==> config.mk <==
export PLATFORM = sky130hd
export DESIGN_NAME = int_source
export DESIGN_NICKNAME = d
export VERILOG_FILES = /design/src/rtl/int_source_pkg.sv /design/src/rtl/int_source.sv
export SDC_FILE = /design/constraint.sdc
export NUM_CORES = 1
export LEC_CHECK = 0
export BUFFER_PORTS_ARGS = -buffer_cell sky130_fd_sc_hd__buf_2
export CAP_MARGIN = 20
export CORE_MARGIN = 2
export CORE_UTILIZATION = 50
export CTS_BUF_LIST = sky130_fd_sc_hd__clkbuf_8
export DETAILED_ROUTE_END_ITERATION = 10
export PLACE_DENSITY = 0.87
export SYNTH_ARGS = -nofsm -noshare
export SYNTH_HDL_FRONTEND = slang
export SYNTH_SLANG_ARGS = --single-unit
==> constraint.sdc <==
create_clock -name clk -period 3.4 [get_ports clk]
set_clock_uncertainty 0.1 [all_clocks]
set_input_delay 0.17 -clock clk [delete_from_list [all_inputs] [get_ports clk]]
set_output_delay 0.17 -clock clk [all_outputs]
set_load 0.02 [all_outputs]
==> src/rtl/int_source_pkg.sv <==
// Shared constants for the interrupt source: FSM state encoding and default acknowledge address.
package int_source_pkg;

    typedef enum logic [1:0] {
        ST_IDLE   = 2'd0,
        ST_ASSERT = 2'd1,
        ST_GAP    = 2'd2
    } state_t;

    localparam logic [31:0] ACK_ADDR_DEF = 32'h0000_7f20;
    localparam int          GAP_W        = 4;

endpackage

==> src/rtl/int_source.sv <==
// Event-counting interrupt source acked by a full-word store to ACK_ADDR; trig at edge k raises interrupt from edge k.
// No backpressure: events beyond the counter's capacity are dropped and flagged in overflow.
module int_source
    import int_source_pkg::*;
#(
    parameter logic [31:0] ACK_ADDR = ACK_ADDR_DEF,
    parameter int          GAP      = 2,
    parameter int          CNT_W    = 4
) (
    input  logic             clk,
    input  logic             reset,
    input  logic             trig,
    input  logic [31:0]      m_data_addr,
    input  logic [3:0]       m_data_byteen,
    input  logic [31:0]      m_data_wdata,
    output logic             interrupt,
    output logic [CNT_W-1:0] pend_cnt,
    output logic [15:0]      ack_total,
    output logic             overflow,
    output logic             spurious
);

    if (GAP < 1 || GAP > 15) begin : g_bad_gap
        $error("int_source: GAP must be within 1..15");
    end

    localparam logic [GAP_W-1:0] GAP_LOAD = GAP_W'(GAP - 1);

    state_t             state, state_nxt;
    logic [GAP_W-1:0]   gap_cnt, gap_nxt;
    logic [CNT_W-1:0]   pend_nxt;
    logic               ack, ack_ok, ovf_evt;

    // Write data carries no meaning here; kept on the port for bus probing only.
    logic unused_wdata;
    assign unused_wdata = ^m_data_wdata;

    assign ack    = (m_data_addr == ACK_ADDR) && (m_data_byteen == 4'b1111);
    assign ack_ok = ack && (state == ST_ASSERT);

    always_comb begin
        pend_nxt = pend_cnt;
        ovf_evt  = 1'b0;
        if (trig && !ack_ok) begin
            if (&pend_cnt) ovf_evt = 1'b1;
            else           pend_nxt = pend_cnt + CNT_W'(1);
        end else if (ack_ok && !trig && pend_cnt != '0) begin
            pend_nxt = pend_cnt - CNT_W'(1);
        end
    end

    always_comb begin
        state_nxt = state;
        gap_nxt   = gap_cnt;
        case (state)
            ST_IDLE: begin
                if (trig || pend_cnt != '0) state_nxt = ST_ASSERT;
            end
            ST_ASSERT: begin
                if (ack) begin
                    state_nxt = ST_GAP;
                    gap_nxt   = GAP_LOAD;
                end
            end
            ST_GAP: begin
                // Re-arm decision uses the count as it will be after this edge.
                if (gap_cnt == '0) state_nxt = (pend_nxt != '0) ? ST_ASSERT : ST_IDLE;
                else               gap_nxt   = gap_cnt - GAP_W'(1);
            end
            default: begin
                state_nxt = ST_IDLE;
                gap_nxt   = '0;
            end
        endcase
    end

    always_ff @(posedge clk or negedge reset) begin
        if (!reset) begin
            state     <= ST_IDLE;
            gap_cnt   <= '0;
            interrupt <= 1'b0;
            pend_cnt  <= '0;
            ack_total <= '0;
            overflow  <= 1'b0;
            spurious  <= 1'b0;
        end else begin
            state     <= state_nxt;
            gap_cnt   <= gap_nxt;
            interrupt <= (state_nxt == ST_ASSERT);
            pend_cnt  <= pend_nxt;
            if (ack_ok)             ack_total <= ack_total + 16'd1;
            if (ovf_evt)            overflow  <= 1'b1;
            if (ack && !(state == ST_ASSERT)) spurious <= 1'b1;
        end
    end

endmodule

---- Word-level counts from Yosys, hierarchy flattened ----
Cells that the tools add are included.
storage, ports and cells
  flip-flop bits (word level) ............. 29
  input port bits ......................... 71
  output and inout bits ................... 23
  word-level logic and storage cells ...... 48
operators by class
  add/subtract/negate cells ............... 4
  equal/unequal tests ..................... 7
  muxes and demuxes ....................... 13
  bitwise gates (word level) .............. 1
  reduce and logical (&&, ||, !) cells .... 16
operators by type and width
  operator                                          number
  == test 32 x 15 -> 1 bit, second input constant   1
  2-to-1 mux 4 bit                                  5
  adder 16 x 1 -> 16 bit, second input constant     1
  case mux 4 bit (3 select lines)                   1
  nonzero test 4 bit                                2
  subtractor 4 x 1 -> 4 bit, second input constant  2
  logical AND 1 bit                                 6
  2-to-1 mux 2 bit                                  3
  case mux 2 bit (3 select lines)                   1
  adder 4 x 1 -> 4 bit, second input constant       1
  == test 2 x 1 -> 1 bit, second input constant     2
  == test 4 bit, second input constant              1
  logical NOT 4 bit                                 1
  inequality test 2 bit, second input constant      2
  AND reduction 4 bit                               1
  logical NOT 1 bit                                 3
  2-to-1 mux 1 bit                                  3
  AND reduction 3 bit                               1
  == test 2 bit, second input constant              1
  logical NOT 2 bit                                 1
  logical OR 1 bit                                  1
  NOT 1 bit                                         1

---- Depth between registers and ports, before layout ----
Gate-level depths: netlist (run 1).
  depth in word-level cells ............... 12
  depth in mapped cells ................... 10
  gate-level depth less buffers ........... 9

---- Worst setup path before layout (run 1) ----
Ideal clock, no wire load.
  path kind ............................... input to register
  from .................................... in m_data_addr[10]
  to ...................................... reg interrupt
  setup time .............................. 132 ps
  data arrival time ....................... 1,927 ps
  required time ........................... 3,168 ps
  slack ................................... 1,241 ps
  stages .................................. 8
  path buffers ............................ 2
  path through ............................ nand4_1 -> or4_1 -> buf_2 -> or3_1 -> clkbuf_1 -> a311o_1 -> nor4_2 -> o21ai_0
between the ends
  cells in the longest elaborated chain, start to end .. 12
  elaborated cells on any way between the ends .. 15
  those cells by class .................... 2 x eq/ne; 6 x mux; 7 x reduce/logical
RTL lines
  element                              line              text
  start, declared                      int_source.sv:13  input logic [31:0] m_data_addr,
  == test 32 x 15 -> 1 bit (*)         int_source.sv:38  assign ack = (m_data_addr == ACK_ADDR) && (m_data_byteen == 4'b1111);
  logical AND 1 bit (*)                int_source.sv:38
  logical AND 1 bit                    int_source.sv:39  assign ack_ok = ack && (state == ST_ASSERT);
  logical AND 1 bit (2 in a row)       int_source.sv:47  end else if (ack_ok && !trig && pend_cnt != '0) begin
  2-to-1 mux 4 bit                     int_source.sv:47
  2-to-1 mux 4 bit                     int_source.sv:44  if (trig && !ack_ok) begin
  nonzero test 4 bit                   int_source.sv:67  if (gap_cnt == '0) state_nxt = (pend_nxt != '0) ? ST_ASSERT : ST_IDLE;
  2-to-1 mux 1 bit                     int_source.sv:67
  2-to-1 mux 2 bit                     int_source.sv:67
  case mux 2 bit (3 select lines) (*)  int_source.sv:55  case (state)
  == test 2 x 1 -> 1 bit (*)           int_source.sv:89  interrupt <= (state_nxt == ST_ASSERT);
  end signal, assigned                 int_source.sv:89
  end, declared                        int_source.sv:16  output logic interrupt,
Mark *: on every way between the ends. The rest lies on a longest branch, timed or not.
A chain may end at the register's enable or synchronous reset.

---- Final worst setup path (run 1) ----
  from .................................... reg state[1]
  to ...................................... reg ack_total[15]
between the ends
  cells in the longest elaborated chain, start to end .. 2
RTL lines
  element                 line              text
  start, declared         int_source.sv:29  state_t state, state_nxt;
  start signal, assigned  int_source.sv:87  state <= state_nxt;
  == test 2 x 1 -> 1 bit  int_source.sv:39
  logical AND 1 bit       int_source.sv:39
  end signal, assigned    int_source.sv:91  if (ack_ok) ack_total <= ack_total + 16'd1;
  end, declared           int_source.sv:18  output logic [15:0] ack_total,
Every way passes these cells.

==> impl_summary.log, run 1 <==
INFO  metric chipHeight = 64.20 µm
INFO  metric num_antenna_cells = 0
INFO  metric timing.critical_path.arrival = 2.69 ns
INFO  metric drive_gt1_share = 34.00%
INFO  metric fmax = 0.3805 GHz
INFO  metric tightest_slew = 0.6078 ns
INFO  metric tritoncts = built
INFO  metric synth_seq_cells = 29
INFO  metric place_hpwl = 3220 µm
INFO  metric detailroute.via_count = 1668
INFO  metric final-instance-count-excl-fill = 296
INFO  metric ctsHtreeMaxLevel = 2
INFO  metric finalSetupViolCount = 0
INFO  metric clock-root-buffer = sky130_fd_sc_hd__clkbuf_8
INFO  metric final.period_utilization = 77.30%
INFO  metric setup_total_negative_slack = 0 ns
INFO  metric rsz0062_at_grt = no
INFO  metric gate_count_post_synth = 187
INFO  metric dr.pass1.iters = 5
INFO  metric netlist_area = 0.001812 mm²
INFO  metric postCtsSetupRepairBufs = 0
INFO  metric p_total = 0.0009850 W
INFO  metric drt-total-wl = 4088 µm
INFO  metric floorplan.die.width = 64.20 µm
INFO  metric area_growth = 23.62%
INFO  metric worst-r2r-cell-count = 8
INFO  metric post_drt_via_cell_ratio = between 5 and 6
INFO  metric vdd_drop_max = 0.4892 mV
INFO  metric crit_type = reg2reg
INFO  metric multi_input_area = a little over 0.001 mm²
INFO  metric postSynth.asyncResetShare = between 90% and 100%
INFO  metric finalHoldViolCount = 0
INFO  metric maximum_number_of_pins_on_one_net_before_global_route_repair = 30
INFO  metric worst_path_max_delay_cell = sky130_fd_sc_hd__nor4_4
INFO  metric distinct_cell_type_count_of_the_synthesized_netlist = 52
INFO  metric clkTransAtPathRegs = approximately 0.060 ns
INFO  metric cts_hold_repair.buffers = 1
INFO  metric yosys-top-cells-area = sky130_fd_sc_hd__dfrtp_1 (40%), sky130_fd_sc_hd__ha_1 (6.2%), sky130_fd_sc_hd__xnor2_1 (4.8%)
INFO  metric power_density_over_the_cells = around 440 mW/mm²
INFO  metric fillerInstances = 266
INFO  metric slew_headroom = around three fifths
INFO  metric seqCellArea = 725.7 µm²
INFO  metric buffer_ports.inserted = 61
INFO  metric grt_overflow_total = 0
INFO  metric core.rowCount = 21
INFO  metric synth_sequential_area_ratio = 40.06%
INFO  metric antenna_found_initial = 0
INFO  metric postSynth.topFlopCell = sky130_fd_sc_hd__dfrtp_1
INFO  metric synth_top_area_share = 40.06%
INFO  metric design.portCount = 94
INFO  metric worstSkewPairLatency = 0.27 ns
INFO  metric p_leak = 1.137 nW
INFO  metric final.min_clock_period = approximately 2.6 ns
INFO  metric mappedNetlistNets = 267
INFO  metric crit_path_cell_trace = inv_1 > ha_1 > inv_1 > nor4_4 > nand4_2 > nor2_1 > nand4_1 > xnor2_1
INFO  metric avgRoutedWirePerCell = roughly 14 µm
INFO  metric core_region_area = 0.003416 mm²
INFO  metric drcViolationCount = 0
INFO  metric clockBufferDepth = 2
INFO  metric synth-warning-count = 0
INFO  metric min_delay_path_depth = 2
INFO  metric min-delay-path-class = in2reg
INFO  metric postCtsResizedCells = 0
INFO  metric design.die.area = between 0.004 and 0.005 mm²
INFO  metric post_route_antenna_net_violation_count = 0
INFO  metric post_placement_cell_count = 288
INFO  metric timing.critical_path.fanout_max = 9
INFO  metric timing.critical_path.from_type = register
INFO  metric synth_area_leader_cell = sky130_fd_sc_hd__dfrtp_1
INFO  metric drv_cap = 0
INFO  metric critical_path.max_stage_delay = about 0.57 ns
INFO  metric timing.critical_path.mode_cell = sky130_fd_sc_hd__inv_1
INFO  metric grt_pass1_vias = 1632
INFO  metric drt_first_iter_violations = between 100 and 150
INFO  metric syn-mean-instance-area = between 9 and 10 µm²
INFO  metric routability_driven_placement_congestion_ratio = approximately 0.86
INFO  metric start_util = 53.04%
INFO  metric critPathRequiredTime = 3.46 ns
INFO  metric layout.nets = 330
INFO  metric crit_path_end_kind = register
INFO  metric number_of_buffers_inserted_during_clock_tree_synthesis = 5
INFO  metric synth-edff-count = 0
INFO  metric finalMaxSlewViolations = 0
INFO  metric numClockSinks = 29
INFO  metric track_usage = between 20 and 25%
INFO  metric outcome = completed
INFO  metric wire_length_of_the_first_global_routing_pass = approximately 7300 µm
[path summary, 6_finish.rpt]
kind | startpoint | end | slack [ns]
setup / recovery | state[1] | ack_total[15] | 0.77
hold / removal | trig | overflow | 0.27
setup reg to reg | state[1] | ack_total[15] | 0.77
hold reg to reg | ack_total[15] | ack_total[15] | 0.36
max in group asynchronous | reset | ack_total[3] | 2.45
min in group asynchronous | reset | ack_total[15] | 0.35
[cell usage in the layout (no fill, tap or decap), drive strengths merged, types with 2 or more instances in the layout]
cell type / n
a211oi: 2
a21oi: 5
a221o: 2
a31o: 2
and3: 3
and4bb: 2
buf: 61
clkbuf: 6
dfrtp: 29
ha: 9
inv: 11
nand2: 19
nand2b: 3
nand3: 8
nand4: 11
nor2: 13
nor2b: 2
nor3: 4
nor3b: 2
nor4: 8
o21ai: 9
o22ai: 2
o31ai: 2
or3: 2
or4: 2
xnor2: 10
xor2: 5
[state kept, by name, summed over array words and instances, names as in the netlist]
| register | flops |
|---|---|
| ack_total | 16 |
| spurious | 1 |
| state | 2 |
| overflow | 1 |
| interrupt | 1 |
| pend_cnt | 4 |
| gap_cnt | 4 |
[critical path, delay by kind of cell (launching register included)]
| kind | cells | cell delay [ns] |
|---|---|---|
| XOR/XNOR | 1 | 0.15 |
| adder cells (fa/ha/maj) | 1 | 0.32 |
| buffers and inverters | 2 | 0.24 |
| flip-flops | 1 | 0.42 |
| AND/OR/NAND/NOR | 4 | 1.28 |
[per-layer routing]
metal | vias to the layer above | track usage [%] | part of all wire (%)
met4 | 0 | 6.117 | 0.64
met5 | - | 0 | 0
li1 | 813 | - | -
met3 | 4 | 6.162 | 5.2
met1 | 805 | 26.39 | 42
met2 | 46 | 40.10 | 53
[final cells by class]
| class | instances | area share (%) |
|---|---|---|
| multi-input combinational | 142 | 45.42 |
| sequential | 29 | 32.40 |
| timing repair buffer | 62 | 14.08 |
| clock buffer | 6 | 3.687 |
| tap | 46 | 2.570 |
| inverter | 10 | 1.676 |
| clock inverter | 1 | 0.1676 |
[cells in the mapped netlist (3+ instances only)]
library cell,n
sky130_fd_sc_hd__clkbuf_1,4
sky130_fd_sc_hd__xor2_1,5
sky130_fd_sc_hd__nand3_1,8
sky130_fd_sc_hd__and3_1,3
sky130_fd_sc_hd__o21ai_0,9
sky130_fd_sc_hd__nor2_2,4
sky130_fd_sc_hd__xnor2_1,10
sky130_fd_sc_hd__inv_1,10
sky130_fd_sc_hd__nand2b_1,3
sky130_fd_sc_hd__dfrtp_1,29
sky130_fd_sc_hd__ha_1,9
sky130_fd_sc_hd__nor2_1,9
sky130_fd_sc_hd__nand4_1,9
sky130_fd_sc_hd__nand2_1,18
sky130_fd_sc_hd__nor3_1,3
sky130_fd_sc_hd__nor4_1,5
sky130_fd_sc_hd__a21oi_1,5
[logic make-up after synthesis]
kind of cell / count (synthesis) / synth area share, %
compound gates: 32 / 12.29
xor+xnor: 15 / 7.251
fa+ha+maj: 9 / 6.216
buf+inv: 16 / 3.798
flops: 29 / 40.06
mux: 1 / 0.5525
simple gates: 85 / 29.83
[per-stage QoR]
stage | worst slack, ns | hold slack [ns] | instance area (µm²) | util, %
floorplan | 1.241 | -0.2256 | 1812 | -
global placement | 0.8877 | 0.1206 | 2143 | 62.75
detailed placement | 0.7358 | 0.1199 | 2143 | 62.75
CTS | 0.7569 | 0.2573 | 2240 | 65.57
global route | 0.5319 | 0.2753 | 2240 | 65.57
finish | 0.7719 | 0.2745 | 2240 | 65.57
[power by group]
group / switching (W) / internal (W) / leakage (nW)
registers: 0.0000507 / 0.000374 / 0.369
clock network: 0.000118 / 0.000157 / 0.0485
logic: 0.000165 / 0.000120 / 0.719
total: 0.000334 / 0.000651 / 1.14
Power figures use the tool's default switching activity.
==> run 2, diff against run 1 <==
--- a/config.mk
+++ b/config.mk
@@ -8,10 +8,10 @@
 export BUFFER_PORTS_ARGS = -buffer_cell sky130_fd_sc_hd__buf_2
 export CAP_MARGIN = 20
 export CORE_MARGIN = 2
-export CORE_UTILIZATION = 50
+export CORE_UTILIZATION = 47
 export CTS_BUF_LIST = sky130_fd_sc_hd__clkbuf_8
 export DETAILED_ROUTE_END_ITERATION = 10
-export PLACE_DENSITY = 0.87
+export PLACE_DENSITY = 0.83
 export SYNTH_ARGS = -nofsm -noshare
 export SYNTH_HDL_FRONTEND = slang
 export SYNTH_SLANG_ARGS = --single-unit
==> constraint.sdc (replaced) <==
create_clock -name clk -period 2.5 [get_ports clk]
set_clock_uncertainty 0.1 [all_clocks]
set_input_delay 0.125 -clock clk [delete_from_list [all_inputs] [get_ports clk]]
set_output_delay 0.125 -clock clk [all_outputs]
set_load 0.02 [all_outputs]
==> run 2 against run 1 <==
Compared with the run above:
- count of clock-buffer cells in the layout down 1
- critical path depth unchanged
- via count down 1.1%
- final area increased by 3.1%
- fmax increased by 17%
- power increased by 39%
- largest cell class unchanged
- flip-flop and latch count is the same
==> impl_summary.log, run 2 (same netlist as run 1, synthesis figures left out) <==
INFO  metric crit_path_end_kind = register
INFO  metric clkTransAtPathRegs = 0.07 ns (about the same)
INFO  metric worst_hold_slack = 0.1944 ns (-0.08014 ns)
INFO  metric core_region_area = 0.003689 mm² (+8.0%)
INFO  metric antenna_found_initial = 0 (unchanged)
INFO  metric rsz0062_at_grt = no
INFO  metric grt_pass1_vias = 1543 (-5.5%)
INFO  metric clockBufferDepth = 2 (unchanged)
INFO  metric post_drt_via_cell_ratio = 5.392 (-4.3%)
INFO  metric fillerInstances = 330 (+24%)
INFO  metric drt-total-wl = 3933 µm (-3.8%)
INFO  metric numClockSinks = 29 (unchanged)
INFO  metric worstSkewPairLatency = 0.28 ns (about the same)
INFO  metric crit_type = reg2reg
INFO  metric most_common_library_cell_in_the_layout_ignoring_fill_and_taps = sky130_fd_sc_hd__buf_2
INFO  metric dpl_worst_slack = 0.1127 ns (-0.6231 ns)
INFO  metric final_critical_path_setup_slack = 0.2505 ns (-0.5214 ns)
INFO  metric design_area = 0.002308 mm² (+3.1%)
INFO  metric reg.largest.list = ack_total: 16 flops, gap_cnt: 4 flops, pend_cnt: 4 flops
INFO  metric worst_path_max_delay_cell = sky130_fd_sc_hd__nor3b_1
INFO  metric most-common-layout-cells = sky130_fd_sc_hd__buf_2 (61), sky130_fd_sc_hd__dfrtp_1 (29), sky130_fd_sc_hd__nand2_1 (18), sky130_fd_sc_hd__inv_1 (10), sky130_fd_sc_hd__xnor2_1 (10)
INFO  metric routability_driven_placement_congestion_ratio = 0.8992 (+4.1%)
INFO  metric tritoncts = built
INFO  metric critPathRequiredTime = 2.55 ns (-0.91 ns)
INFO  metric setup_total_negative_slack = 0 ns (unchanged)
INFO  metric maximum_number_of_pins_on_one_net_before_global_route_repair = 30 (unchanged)
INFO  metric drcViolationCount = 0 (unchanged)
INFO  metric p_leak = 1.168 nW (+2.7%)
INFO  metric post_route_antenna_net_violation_count = 0 (unchanged)
INFO  metric registers.top_by_ff_count = ack_total
INFO  metric grt_overflow_total = 0 (unchanged)
INFO  metric start_util = 49.12% (-3.9 points)
INFO  metric tightest_slew = 0.6182 ns (+0.01034 ns)
INFO  metric vdd_drop_max = 0.5598 mV (+14%)
INFO  metric timing.critical_path.fanout_max = 5 (-4)
INFO  metric avgRoutedWirePerCell = 12.85 µm (-6.9%)
INFO  metric wire_length_of_the_first_global_routing_pass = 6548 µm (-10%)
INFO  metric largest_register_ffs = 16 (unchanged)
INFO  metric drive_gt1_share = 37.60% (+3.6 points)
INFO  metric finalHoldViolCount = 0 (unchanged)
INFO  metric fmax = 0.4445 GHz (+17%)
INFO  metric finalMaxSlewViolations = 0 (unchanged)
INFO  metric final-instance-count-excl-fill = 306 (+3.4%)
INFO  metric layout.nets = 337 (+2.1%)
INFO  metric chipHeight = 66.09 µm (+2.9%)
INFO  metric track_usage = 19.66% (-2.8 points)
INFO  metric design.die.area = 0.004367 mm² (+6.0%)
INFO  metric crit_path_cell_trace = inv_1 > ha_1 > nor3b_1 > nor4_1 > o32ai_1 > a21oi_1 > nor4_2 > o21ai_0
INFO  metric detailroute.via_count = 1650 (-1.1%)
INFO  metric post_placement_cell_count = 297 (+3.1%)
INFO  metric design.portCount = 94 (unchanged)
INFO  metric clock-root-buffer = sky130_fd_sc_hd__clkbuf_8
INFO  metric drv_cap = 0 (unchanged)
INFO  metric core.rowCount = 22 (+4.8%)
INFO  metric final.period_utilization = 89.98% (+13 points)
INFO  metric ctsHtreeMaxLevel = 2 (unchanged)
INFO  metric critical_path.max_stage_delay = 0.42 ns (-0.15 ns)
INFO  metric finalSetupViolCount = 0 (unchanged)
INFO  metric slew_headroom = 58.79% (-0.69 points)
INFO  metric cp_top_family = simple AND/OR/NAND/NOR gates
INFO  metric number_of_buffers_inserted_during_clock_tree_synthesis = 5 (unchanged)
INFO  metric outcome = completed
INFO  metric power_density_over_the_cells = 595.0 mW/mm² (+35%)
INFO  metric min-delay-path-class = in2reg
INFO  metric critPathBufInv = 1 (-1)
INFO  metric timing.critical_path.arrival = 2.30 ns (-0.39 ns)
INFO  metric floorplan.die.width = 66.09 µm (+2.9%)
INFO  metric timing.critical_path.from_type = register
INFO  metric final.min_clock_period = 2.250 ns (-0.3786 ns)
INFO  metric drt_first_iter_violations = 77 (-29%)
INFO  metric dr.pass1.iters = 4 (-1)
INFO  metric detailed_place.area = 0.002198 mm² (+2.6%)
INFO  metric area_growth = 27.42%
INFO  metric place_hpwl = 3018 µm (-6.3%)
INFO  metric num_antenna_cells = 0 (unchanged)
INFO  metric buffer_ports.inserted = 61 (unchanged)
run 2: cell count changes in the layout (fill, tap and decap cells not counted), sizes merged:
cell,previous run,this run
buf,61,68
clkbuf,6,5
clkinv,0,2
clkinvlp,0,1
inv,11,10
run 2: final timing paths:
check,start,endpoint,slack (ns),depth (start not counted)
max,pend_cnt[0],interrupt,0.25,8
min in group asynchronous,reset,ack_total[4],0.29,2
min reg2reg,ack_total[15],ack_total[15],0.37,1
max in group asynchronous,reset,gap_cnt[3],1.60,2
max reg2reg,pend_cnt[0],interrupt,0.25,8
min,m_data_addr[7],pend_cnt[0],0.19,4
run 2: per-stage QoR:
| stage | util (%) | total power, W |
|---|---|---|
| after detailed placement | 59.60 | 0.0009938 |
| after global routing | 62.58 | 0.001451 |
| after floorplan | - | 0.0008392 |
| after CTS | 62.21 | 0.001374 |
| final | 62.58 | 0.001373 |
| after global placement | 59.60 | 0.0009827 |
run 2: timing repair:
item	4_1_cts	5_1_grt
gates resized for setup	0	3
hold buffers	1	0
setup buffers	0	0
endpoints found under the hold margin	29	0
setup endpoints to repair	0	2
run 2: area by class of cell:
type / count / area (µm²) / share of cell area (%)
clock buffers: 5 / 68.82 / 2.981
well taps: 48 / 60.06 / 2.602
multi-input cells: 142 / 1031 / 44.66
clock inverters: 3 / 17.52 / 0.7588
flip-flops and latches: 29 / 725.7 / 31.44
inverters: 10 / 37.54 / 1.626
repair buffers: 69 / 367.9 / 15.93
run 2: per-layer routing:
metal | track usage (%) | share of wire, % | vias up
met2 | 32.50 | 49 | 40
met5 | 0 | 0 | -
met4 | 7.143 | 0.69 | 0
li1 | - | - | 825
met1 | 24.30 | 45 | 781
met3 | 5.622 | 5.4 | 4
run 2: tightest hold or removal path, delay by kind of cell:
kind | cells | cell delay [ns]
buffers and inverters | 1 | 0.08
AOI/OAI and AO/OA | 1 | 0.14
and+or+nand+nor | 2 | 0.18
run 2: power by group:
| group | internal, W | switching [W] | leakage [nW] | total, W |
|---|---|---|---|---|
| clock network | 0.000191 | 0.000183 | 0.0439 | 0.000375 |
| registers | 0.000509 | 0.0000517 | 0.369 | 0.000560 |
| logic | 0.000184 | 0.000254 | 0.755 | 0.000438 |
==> run 3, diff against run 2 <==
--- a/config.mk
+++ b/config.mk
@@ -7,11 +7,13 @@
 export LEC_CHECK = 0
 export BUFFER_PORTS_ARGS = -buffer_cell sky130_fd_sc_hd__buf_2
 export CAP_MARGIN = 20
+export CELL_PAD_IN_SITES_DETAIL_PLACEMENT = 1
+export CELL_PAD_IN_SITES_GLOBAL_PLACEMENT = 1
 export CORE_MARGIN = 2
-export CORE_UTILIZATION = 47
+export CORE_UTILIZATION = 34
 export CTS_BUF_LIST = sky130_fd_sc_hd__clkbuf_8
 export DETAILED_ROUTE_END_ITERATION = 10
-export PLACE_DENSITY = 0.83
+export PLACE_DENSITY_LB_ADDON = 0.1
 export SYNTH_ARGS = -nofsm -noshare
 export SYNTH_HDL_FRONTEND = slang
 export SYNTH_SLANG_ARGS = --single-unit
==> run 3 against run 2 <==
Compared with the run above:
- combinational power increased by 11%
- routed wire length increased by 17%
- via count increased by 0.85%
- worst setup slack got worse by 0.089 ns
- largest power group unchanged
- worst hold slack improved by 0.026 ns
- fmax decreased by 3.8%
- sequential share of layout area decreased by 1.1 points
- critical endpoint unchanged
- sequential power decreased by 2%
- cell count increased by 9.8%
- core utilization decreased by 16 points
- first-iteration DRC count decreased by 64%
==> impl_summary.log, run 3 (same netlist as run 1, synthesis figures left out) <==
INFO  metric start_util = 35.25% (-14 points)
INFO  metric area_growth = 32.25%
INFO  metric tritoncts = built
INFO  metric drcViolationCount = 0 (unchanged)
INFO  metric post-route-util = 46.62% (-16 points)
INFO  metric detailroute.via_count = 1664 (+0.85%)
INFO  metric setup.reg_to_reg.worst_slack = 0.16 ns (-0.09 ns)
INFO  metric timing.critical_path.arrival = 2.39 ns (+0.09 ns)
INFO  metric num_antenna_cells = 0 (unchanged)
INFO  metric outcome = completed
INFO  metric rsz0062_at_grt = no
INFO  metric reg.largest.list = ack_total: 16 flops, gap_cnt: 4 flops, pend_cnt: 4 flops
INFO  metric avgRoutedWirePerCell = 13.68 µm (+6.5%)
INFO  metric chipHeight = 77.00 µm (+17%)
INFO  metric crit_type = reg2reg
INFO  metric finalSetupViolCount = 0 (unchanged)
INFO  metric track_usage = 16.51% (-3.2 points)
INFO  metric final.min_clock_period = 2.339 ns (+0.08908 ns)
INFO  metric buffer_ports.inserted = 61 (unchanged)
INFO  metric wire_length_of_the_first_global_routing_pass = 7997 µm (+22%)
INFO  metric worst-r2r-cell-count = 9 (+1)
INFO  metric core_region_area = 0.005140 mm² (+39%)
INFO  metric critical_path.startpoint = state[0]
INFO  metric routability_driven_placement_congestion_ratio = 0.7808 (-13%)
INFO  metric crit_end = interrupt
INFO  metric design.portCount = 94 (unchanged)
INFO  metric drt_first_iter_violations = 28 (-64%)
INFO  metric post_drt_via_cell_ratio = 4.952 (-8.2%)
INFO  metric floorplan.die.width = 77.00 µm (+17%)
INFO  metric min-delay-path-class = in2reg
INFO  metric grt_pass1_vias = 1731 (+12%)
INFO  metric dr.pass1.iters = 4 (unchanged)
INFO  metric clockBufferDepth = 2 (unchanged)
INFO  metric finalMaxSlewViolations = 0 (unchanged)
INFO  metric slew_headroom = 55.44% (-3.3 points)
INFO  metric timing.critical_path.fanout_max = 4 (-1)
INFO  metric vdd_drop_max = 0.4532 mV (-19%)
INFO  metric crit_path_end_kind = register
INFO  metric p_leak = 1.212 nW (+3.7%)
INFO  metric registers.top_by_ff_count = ack_total
INFO  metric regToRegStartpoint = state[0]
INFO  metric layout.nets = 345 (+2.4%)
INFO  metric critPathRequiredTime = 2.55 ns (about the same)
INFO  metric most_common_library_cell_in_the_layout_ignoring_fill_and_taps = sky130_fd_sc_hd__buf_2
INFO  metric worst_hold_slack = 0.2205 ns (+0.02614 ns)
INFO  metric largest_register_ffs = 16 (unchanged)
INFO  metric core.rowCount = 26 (+18%)
INFO  metric finalHoldViolCount = 0 (unchanged)
INFO  metric crit-reg2reg-capture = interrupt
INFO  metric ctsHtreeMaxLevel = 2 (unchanged)
INFO  metric antenna_found_initial = 0 (unchanged)
INFO  metric most-common-layout-cells = sky130_fd_sc_hd__buf_2 (61), sky130_fd_sc_hd__dfrtp_1 (29), sky130_fd_sc_hd__nand2_1 (18), sky130_fd_sc_hd__buf_4 (15), sky130_fd_sc_hd__inv_1 (11)
INFO  metric clock-root-buffer = sky130_fd_sc_hd__clkbuf_8
INFO  metric timing.critical_path.from_type = register
INFO  metric tightest_slew = 0.6684 ns (+0.05018 ns)
INFO  metric final.period_utilization = 93.54% (+3.6 points)
INFO  metric drive_gt1_share = 38.72% (+1.1 points)
INFO  metric worstSkewPairLatency = 0.27 ns (about the same)
INFO  metric number_of_buffers_inserted_during_clock_tree_synthesis = 5 (unchanged)
INFO  metric setup_total_negative_slack = 0 ns (unchanged)
INFO  metric numClockSinks = 29 (unchanged)
INFO  metric drt-total-wl = 4598 µm (+17%)
INFO  metric fillerInstances = 644 (+95%)
INFO  metric fmax = 0.4276 GHz (-3.8%)
INFO  metric post_route_antenna_net_violation_count = 0 (unchanged)
INFO  metric drv_cap = 0 (unchanged)
INFO  metric clkTransAtPathRegs = 0.07 ns (about the same)
INFO  metric design.die.area = 0.005928 mm² (+36%)
INFO  metric maximum_number_of_pins_on_one_net_before_global_route_repair = 30 (unchanged)
INFO  metric power_density_over_the_cells = 584.1 mW/mm² (-1.8%)
INFO  metric place_hpwl = 3631 µm (+20%)
INFO  metric grt_overflow_total = 0 (unchanged)
run 3: how the worst min path moves through the flow:
stage / start / endpoint / cells past startpoint
global placement: reset / ack_total[6] / 1
finish: trig / overflow / 2
CTS: trig / overflow / 2
global route: trig / pend_cnt[3] / 2
detailed placement: reset / ack_total[6] / 1
floorplan: reset / ack_total[0] / 0
run 3: timing repair:
item / CTS / global route
endpoints found under the hold margin: 29 / 0
buffers inserted: 0 / 1
resized for setup: 0 / 5
hold buffers: 1 / 0
setup endpoints to repair: 0 / 2
run 3: metrics by stage:
stage / setup slack (ns) / power (W) / instances / area [µm²]
global placement: 0.07445 / 0.001024 / 326 / 2278
floorplan: 0.3738 / 0.0008392 / 187 / 1812
CTS: 0.09553 / 0.001402 / 335 / 2371
finish: 0.1614 / 0.001399 / 336 / 2396
detailed placement: 0.09052 / 0.001023 / 326 / 2278
global route: 0.02864 / 0.001504 / 336 / 2396
run 3: per-layer routing:
| layer | vias up | track usage, % | wire [µm] |
|---|---|---|---|
| met5 | - | 0 | 0 |
| li1 | 839 | - | - |
| met2 | 29 | 29.30 | 2332 |
| met4 | 0 | 3.750 | 35 |
| met1 | 791 | 20.74 | 2067 |
| met3 | 5 | 3.176 | 163 |
run 3: cell type report:
cell class	instances	area, µm²	share of cell area (%)
inverters	10	37.54	1.567
flip-flops and latches	29	725.7	30.29
clock buffers	5	68.82	2.872
repair buffers	77	427.9	17.86
clock inverters	3	13.76	0.5744
multi-input cells	142	1035	43.19
well taps	70	87.58	3.655
run 3: worst max-delay path: stages (launching register included):
cell	delay [ns]
sky130_fd_sc_hd__dfrtp_1	0.40
sky130_fd_sc_hd__ha_2	0.22
sky130_fd_sc_hd__nor4b_2	0.17
sky130_fd_sc_hd__buf_4	0.13
sky130_fd_sc_hd__a32oi_1	0.14
sky130_fd_sc_hd__nor2_1	0.06
sky130_fd_sc_hd__a22o_1	0.25
sky130_fd_sc_hd__a311o_1	0.33
sky130_fd_sc_hd__nor4_4	0.30
sky130_fd_sc_hd__o21ai_1	0.11
run 3: report_power, final:
group	leakage (nW)	switching [W]	internal (W)	total, W
Sequential	0.369	0.0000410	0.000509	0.000550
Combinational	0.793	0.000281	0.000206	0.000487
Clock	0.0491	0.000175	0.000188	0.000363
Total	1.21	0.000496	0.000903	0.00140
